## src/rtl/decode_stage.sv

```systemverilog
// Decode stage: instruction field decode, load-use hazard stall, writeback bypass
// and the ID/EX pipeline register with backpressure, bubble and flush handling.
module decode_stage #(
    parameter int WIDTH             = 16,
    parameter int LOG_NUM_REGISTERS = 3
) (
    input  logic                         clk,
    input  logic                         reset,
    input  logic                         if_valid,
    input  logic [15:0]                  if_instr,
    output logic                         if_ready,
    output logic [LOG_NUM_REGISTERS-1:0] rf_ra,
    output logic [LOG_NUM_REGISTERS-1:0] rf_rb,
    input  logic [WIDTH-1:0]             rf_a,
    input  logic [WIDTH-1:0]             rf_b,
    input  logic                         wb_we,
    input  logic [LOG_NUM_REGISTERS-1:0] wb_addr,
    input  logic [WIDTH-1:0]             wb_data,
    input  logic                         ex_load_pending,
    input  logic [LOG_NUM_REGISTERS-1:0] ex_load_rd,
    input  logic                         ex_ready,
    input  logic                         flush,
    output logic                         id_valid,
    output logic [3:0]                   id_op,
    output logic [LOG_NUM_REGISTERS-1:0] id_rd,
    output logic                         id_we,
    output logic [WIDTH-1:0]             id_opa,
    output logic [WIDTH-1:0]             id_opb,
    output logic [15:0]                  stall_cnt
);
    localparam int L = LOG_NUM_REGISTERS;

    logic [3:0]       op;
    logic [L-1:0]     rd, ra, rb;
    logic [5:0]       imm6;
    logic             uses_ra, uses_rb, writes;
    logic             hazard, capture;
    logic [WIDTH-1:0] opa_next, opb_reg, opb_next;

    assign op   = if_instr[15:12];
    assign rd   = L'(if_instr[11:9]);
    assign ra   = L'(if_instr[8:6]);
    assign rb   = L'(if_instr[5:3]);
    assign imm6 = if_instr[5:0];

    assign rf_ra = ra;
    assign rf_rb = rb;

    // op 0 is a NOP; op[3] selects the sign-extended immediate instead of rb
    assign uses_ra = (op != 4'h0);
    assign uses_rb = (op != 4'h0) && !op[3];
    assign writes  = (op != 4'h0) && (op != 4'h7);

    assign hazard = if_valid && ex_load_pending &&
                    ((uses_ra && ex_load_rd == ra) || (uses_rb && ex_load_rd == rb));

    assign if_ready = flush || ((!id_valid || ex_ready) && !hazard);
    assign capture  = !flush && if_valid && if_ready;

    assign opa_next = (wb_we && wb_addr == ra) ? wb_data : rf_a;
    assign opb_reg  = (wb_we && wb_addr == rb) ? wb_data : rf_b;
    assign opb_next = op[3] ? WIDTH'($signed(imm6)) : opb_reg;

    always_ff @(posedge clk or negedge reset) begin
        if (!reset) begin
            id_valid  <= 1'b0;
            id_we     <= 1'b0;
            id_op     <= '0;
            id_rd     <= '0;
            id_opa    <= '0;
            id_opb    <= '0;
            stall_cnt <= '0;
        end else begin
            if (flush) begin
                id_valid <= 1'b0;
                id_we    <= 1'b0;
            end else if (capture) begin
                id_valid <= 1'b1;
                id_op    <= op;
                id_rd    <= rd;
                id_opa   <= opa_next;
                id_opb   <= opb_next;
                id_we    <= writes;
            end else if (id_valid && ex_ready) begin
                // consumed downstream with nothing new: drop to a bubble, keep data
                id_valid <= 1'b0;
                id_we    <= 1'b0;
            end

            if (hazard && !flush && stall_cnt != 16'hFFFF)
                stall_cnt <= stall_cnt + 16'd1;
        end
    end
endmodule
```

## config.mk

```make
export PLATFORM = sky130hd
export DESIGN_NAME = decode_stage
export DESIGN_NICKNAME = d
export VERILOG_FILES = /design/src/rtl/decode_stage.sv
export SDC_FILE = /design/constraint.sdc
export NUM_CORES = 1
export LEC_CHECK = 0
export BUFFER_PORTS_ARGS = -buffer_cell sky130_fd_sc_hd__buf_2
export CAP_MARGIN = 20
export CORE_ASPECT_RATIO = 1.1
export CORE_MARGIN = 5
export CORE_UTILIZATION = 49
export CTS_BUF_LIST = sky130_fd_sc_hd__clkbuf_8
export DETAILED_ROUTE_END_ITERATION = 16
export GPL_TIMING_DRIVEN = 0
export MAX_ROUTING_LAYER = met4
export PLACE_DENSITY = 0.82
export SLEW_MARGIN = 5
export SYNTH_ARGS = -nofsm -noshare
export SYNTH_HDL_FRONTEND = slang
export SYNTH_SLANG_ARGS = --single-unit
```

## constraint.sdc

```tcl
create_clock -name clk -period 3.1 [get_ports clk]
set_input_delay 0.93 -clock clk [delete_from_list [all_inputs] [get_ports clk]]
set_output_delay 0.93 -clock clk [all_outputs]
set_load 0.01 [all_outputs]
```

==> impl_metrics.ini, run 1 <==
[clocking]
cts_buffer_depth = 2
clockRootBuffer = clkbuf_8
cts_buffers = 9
cts_tree = built
cts_sinks = 57
clk_latency_ns = 0.33
ctsHoldBuffers = 0
htree_levels = 3
clkTransAtPathRegs_ns = 0.07

[yosys]
seq_area_frac_synth_pct = 44.6
avgSynthCellArea_sq_um = 12.5
syn-instance-count = 256
syn_nets = 334
synth_ff_type = dfrtp_1
synth-edff-count = 0
synthArstFlopShare_pct = 100
syn_area_sq_um = 3200
yosys_warnings = 0
ys_ff_latch = 57
synth_cell_types = 37

[cells_and_area]
most-common-layout-cells = buf_2, dfrtp_1, mux2_2
antenna_cells = 0
post-route-cell-area_sq_um = 4210
nets = 487
drive_above_1_share_pct = 59.2
final_util_pct = 67.1
area_delta_synth_final_pct = 31.6
final_common_cell = buf_2

[detailed_routing]
wire_per_inst_um = 16.8
via_per_inst = 5.19
drcViolationCount = 0
finalWirelength_um = 8300
via_count = 2564
drt_pass1_iterations = 4
dr.first_iter.drc_count = 84
ant_nets = 0

[setup_path]
crit_type = primary input to output pin
crit_arrival_ns = 2.03
crit_fanout = 4
crit_required_ns = 2.17
startpoint_type = primary input
worst_setup_path_end_kind = output pin

[global_routing]
grt_max_degree = 33
first_global_vias = 2657
grt_first_pass_wirelength_um = 12800
antenna_found_initial = 0
grt_use_total_pct = 20.8
overflow = 0

[sta]
maxSlewHeadroom_pct = 59.0
tightest_slew_ns = 0.615
hold_violations = 0
whs_ns = 0.497
final.setup.tns_ns = 0
period_needed_ns = 2.96
setup_viol = 0
rsz0062_at_grt = no
fmax_ghz = 0.337
slew_viol_final = 0
fin_crit_sh_pct = 95.6
fin_skew_ns = 0.0103

[run]
drv_cap = 0

[place]
portBuffers = 140
hpwl_um = 6400
routabilityCongestion = 0.901
place_area_sq_um = 4020

[die]
die_width_um = 87.0
rows = 30
dieArea_sq_um = 8240
die_h_um = 94.7
io_pins = 141
initial_core_util_pct = 51.0
design.core.area_sq_um = 6270

[worst_hold_path]
hold_path.class = register to register

[status]
outcome = completed

[pwr]
leakage_uw = 0.00223
cellPowerDensity_nw_per_um2 = 501
ir_worst_vdd_mv = 0.405
==> flip-flops by register name, indices dropped and copies added (netlist names) <==
signal,cells
id_op,4
id_rd,3
id_opa,16
id_opb,16
stall_cnt,16
id_we,1
id_valid,1
==> per-stage QoR <==
stage / cells / worst slack (ns) / total power [uW]
6_report: 494 / 0.135 / 2110
5_1_grt: 494 / 0.0633 / 2230
4_1_cts: 495 / 0.000709 / 2130
3_5_place_dp: 477 / -0.173 / 1530
3_3_place_gp: 476 / -0.167 / 1500
2_1_floorplan: 256 / 0.202 / 1270
==> cell type report <==
| type | count | area, sq um |
|---|---|---|
| sequential | 57 | 1430 |
| buffer | 15 | 106 |
| multi-input combinational | 170 | 1610 |
| timing repair buffer | 143 | 744 |
| clock inverter | 7 | 46.3 |
| clock buffer | 9 | 124 |
| fill | 501 | 2060 |
| inverter | 13 | 48.8 |
| tap | 80 | 100 |
==> routing by layer <==
metal	wire length, um	track usage [%]
met5	0	-
met4	125	8.96
met3	628	4.71
met2	4210	34.2
met1	3330	24.5
==> worst max-delay path: stages <==
cell and delay [ns]:
buf_4 0.13, xor2_1 0.15, nor4_2 0.36, o2111ai_4 0.16, and2_4 0.19, buf_6 0.11
==> cell families after synthesis <==
logic type	share of synthesized area [%]
xor+xnor	7.13
flops	44.6
fa+ha+maj	0.391
buf+inv	5.21
simple gates	9.36
mux	30.4
compound gates	2.86
==> report_power, final <==
group	internal, uW	switching [uW]
clock	287	309
combinational	309	259
sequential	864	79.4
==> Yosys cell counts, types with 3 or more instances <==
cell type  count  area (sq um)
nor3_1         8          40.0
mux2_2        40           450
buf_4          7          52.6
nor2_1         6          22.5
buf_6          4          45.0
dfrtp_1       57          1430
nand3_1        9          45.0
o21ai_0       11          55.1
xnor2_1        8          70.1
nand2_1        6          22.5
clkbuf_1       3          11.3
nand4_1        4          25.0
mux2i_1       12           120
mux2_4        26           390
inv_1         13          48.8
xor2_1        18           158
==> worst paths after layout <==
kind / startpoint / end / slack [ns] / depth (start not counted)
worst max-delay path: if_instr[5] / if_ready / 0.14 / 6
min in group asynchronous: reset / id_opa[12]$_DFFE_PN0P_ / 0.60 / 1
worst max register to register: stall_cnt[0]$_DFFE_PN0P_ / stall_cnt[1]$_DFFE_PN0P_ / 1.17 / 6
worst min-delay path: id_opa[14]$_DFFE_PN0P_ / id_opa[14]$_DFFE_PN0P_ / 0.50 / 1
max in group asynchronous: reset / id_rd[1]$_DFFE_PN0P_ / 1.90 / 2
worst min register to register: id_opa[14]$_DFFE_PN0P_ / id_opa[14]$_DFFE_PN0P_ / 0.50 / 1
==> repair_timing <==
item                       CTS  global route
setup endpoints to repair    1             1
buffers inserted             2             0
resized for setup            3             1
pin swaps                    3             2
Power figures use the tool's default switching activity.
==> run 2: changes to the inputs <==
- PLACE_DENSITY: 0.82 -> 0.85
==> run 2 against run 1 <==
- highest routed layer unchanged
- sequential share of layout area barely moved
- critical endpoint unchanged
- routed wire length rose by 0.63%
- via count barely moved
- clock-buffer cell count rose by 2
- total power rose by 0.53%
- critical path type unchanged
==> impl_metrics.ini, run 2 (synthesized netlist as in run 1, its figures left out) <==
[status]
outcome = completed

[clocking]
clk_latency_ns = 0.33
ctsHoldBuffers = 0
clkTransAtPathRegs_ns = 0.06
cts_buffer_depth = 2
htree_levels = 3
clockRootBuffer = clkbuf_8
cts_buffers = 9
cts_tree = built
cts_sinks = 57

[global_routing]
gr-usage-met2_pct = 37.1
overflow = 0
grt_busiest_layer = met2
antenna_found_initial = 0
met3_usage_pct = 6.63
grt_first_pass_wirelength_um = 13300
grt_max_degree = 30
first_global_vias = 2760
grt_use_total_pct = 21.6
use_met1_pct = 24.0

[detailed_routing]
drcViolationCount = 0
via_per_inst = 5.19
ant_nets = 0
wire_per_inst_um = 16.9
dr.first_iter.drc_count = 54
drt_pass1_iterations = 4
via_count = 2562
finalWirelength_um = 8350

[pwr]
ir_worst_vdd_mv = 0.352
cellPowerDensity_nw_per_um2 = 503
leakage_uw = 0.00225

[place]
portBuffers = 140
place_inst = 477
hpwl_um = 6430
routabilityCongestion = 0.833
pre_cts_ws_ns = -0.180

[cells_and_area]
drive_above_1_share_pct = 58.7
antenna_cells = 0
area_delta_synth_final_pct = 31.8
nets = 487
largestRegisters = id_opa x16, id_opb x16, stall_cnt x16
fillers = 474
most-common-layout-cells = buf_2, dfrtp_1, mux2_2
fin_cells = 494
final_common_cell = buf_2

[sta]
period_needed_ns = 2.95
fmax_ghz = 0.339
tightest_slew_ns = 0.655
whs_ns = 0.494
maxSlewHeadroom_pct = 56.3
setup_slack_ns = 0.154
slew_viol_final = 0
final.setup.tns_ns = 0
fin_skew_ns = 0.00466
hold_violations = 0
rsz0062_at_grt = no
fin_crit_sh_pct = 95.0
setup_viol = 0

[setup_path]
crit_arrival_ns = 2.02
critPathSlowestCell = nor4_2
crit_type = primary input to output pin
path_cells = buf_2 -> xor2_1 -> nor4_2 -> o2111ai_4 -> and2_4 -> buf_6
worstReg2RegEnd = stall_cnt[12]$_DFFE_PN0P_
crit_family = simple AND/OR/NAND/NOR gates
r2r_slack_ns = 1.15
reg2reg_depth = 5
crit_required_ns = 2.17
path_buf_inv = 2
startpoint_type = primary input
crit_path_max_incr_delay_ns = 0.34
crit_fanout = 3
r2r-start = stall_cnt[0]$_DFFE_PN0P_
worst_setup_path_end_kind = output pin

[die]
dieArea_sq_um = 8240
design.core.area_sq_um = 6270
io_pins = 141
die_h_um = 94.7
die_width_um = 87.0
rows = 30
initial_core_util_pct = 51.0

[worst_hold_path]
hold_depth = 1
hp-start = stall_cnt[15]$_DFFE_PN0P_
hold_path.class = register to register
holdPathEnd = stall_cnt[15]$_DFFE_PN0P_

[run]
drv_cap = 0
[run 2: through the flow]
step / util, % / instance area (sq um) / power [uW]
2_1_floorplan: - / 3200 / 1270
3_3_place_gp: 63.8 / 4000 / 1510
3_5_place_dp: 64.1 / 4020 / 1530
4_1_cts: 67.3 / 4220 / 2140
5_1_grt: 67.2 / 4210 / 2250
6_report: 67.2 / 4210 / 2120
[run 2: worst max path at each step]
stage          cells past startpoint  endpoint     startpoint
2_1_floorplan                      5  if_ready    if_instr[5]
3_3_place_gp                       7  if_ready    if_instr[5]
3_5_place_dp                       7  if_ready    if_instr[5]
4_1_cts                            7  if_ready  ex_load_rd[2]
5_1_grt                            6  if_ready  ex_load_rd[2]
6_report                           6  if_ready  ex_load_rd[2]
[run 2: cell type report]
class | count | area [sq um] | area share, %
repair buffers | 143 | 744 | 17.7
well taps | 80 | 100 | 2.38
inverters | 13 | 48.8 | 1.16
clock buffers | 11 | 151 | 3.60
multi-input cells | 170 | 1610 | 38.2
clock inverters | 5 | 22.5 | 0.535
plain buffers | 15 | 106 | 2.53
flip-flops and latches | 57 | 1430 | 33.9
[run 2: per-layer routing]
metal / part of all wire [%] / vias up
met4: 1.3 / 0
met1: 40 / 1240
met5: 0 / -
li1: - / 1204
met2: 50 / 107
met3: 8.7 / 11
[run 2: repair_timing]
action | CTS | global route
setup buffers | 2 | 0
pin swaps | 3 | 2
resized for setup | 3 | 1
endpoints found under the setup margin | 1 | 1
[run 2: worst reg2reg max path, delay by kind of cell, from the launching register on]
kind / cells / cell delay [ns]
mux: 1 / 0.38
simple gates: 3 / 0.84
flops: 1 / 0.42
fa+ha+maj: 1 / 0.19
[run 2: power by group]
part,switching [uW],internal [uW]
clock network,278,323
logic,263,310
registers,80.1,864
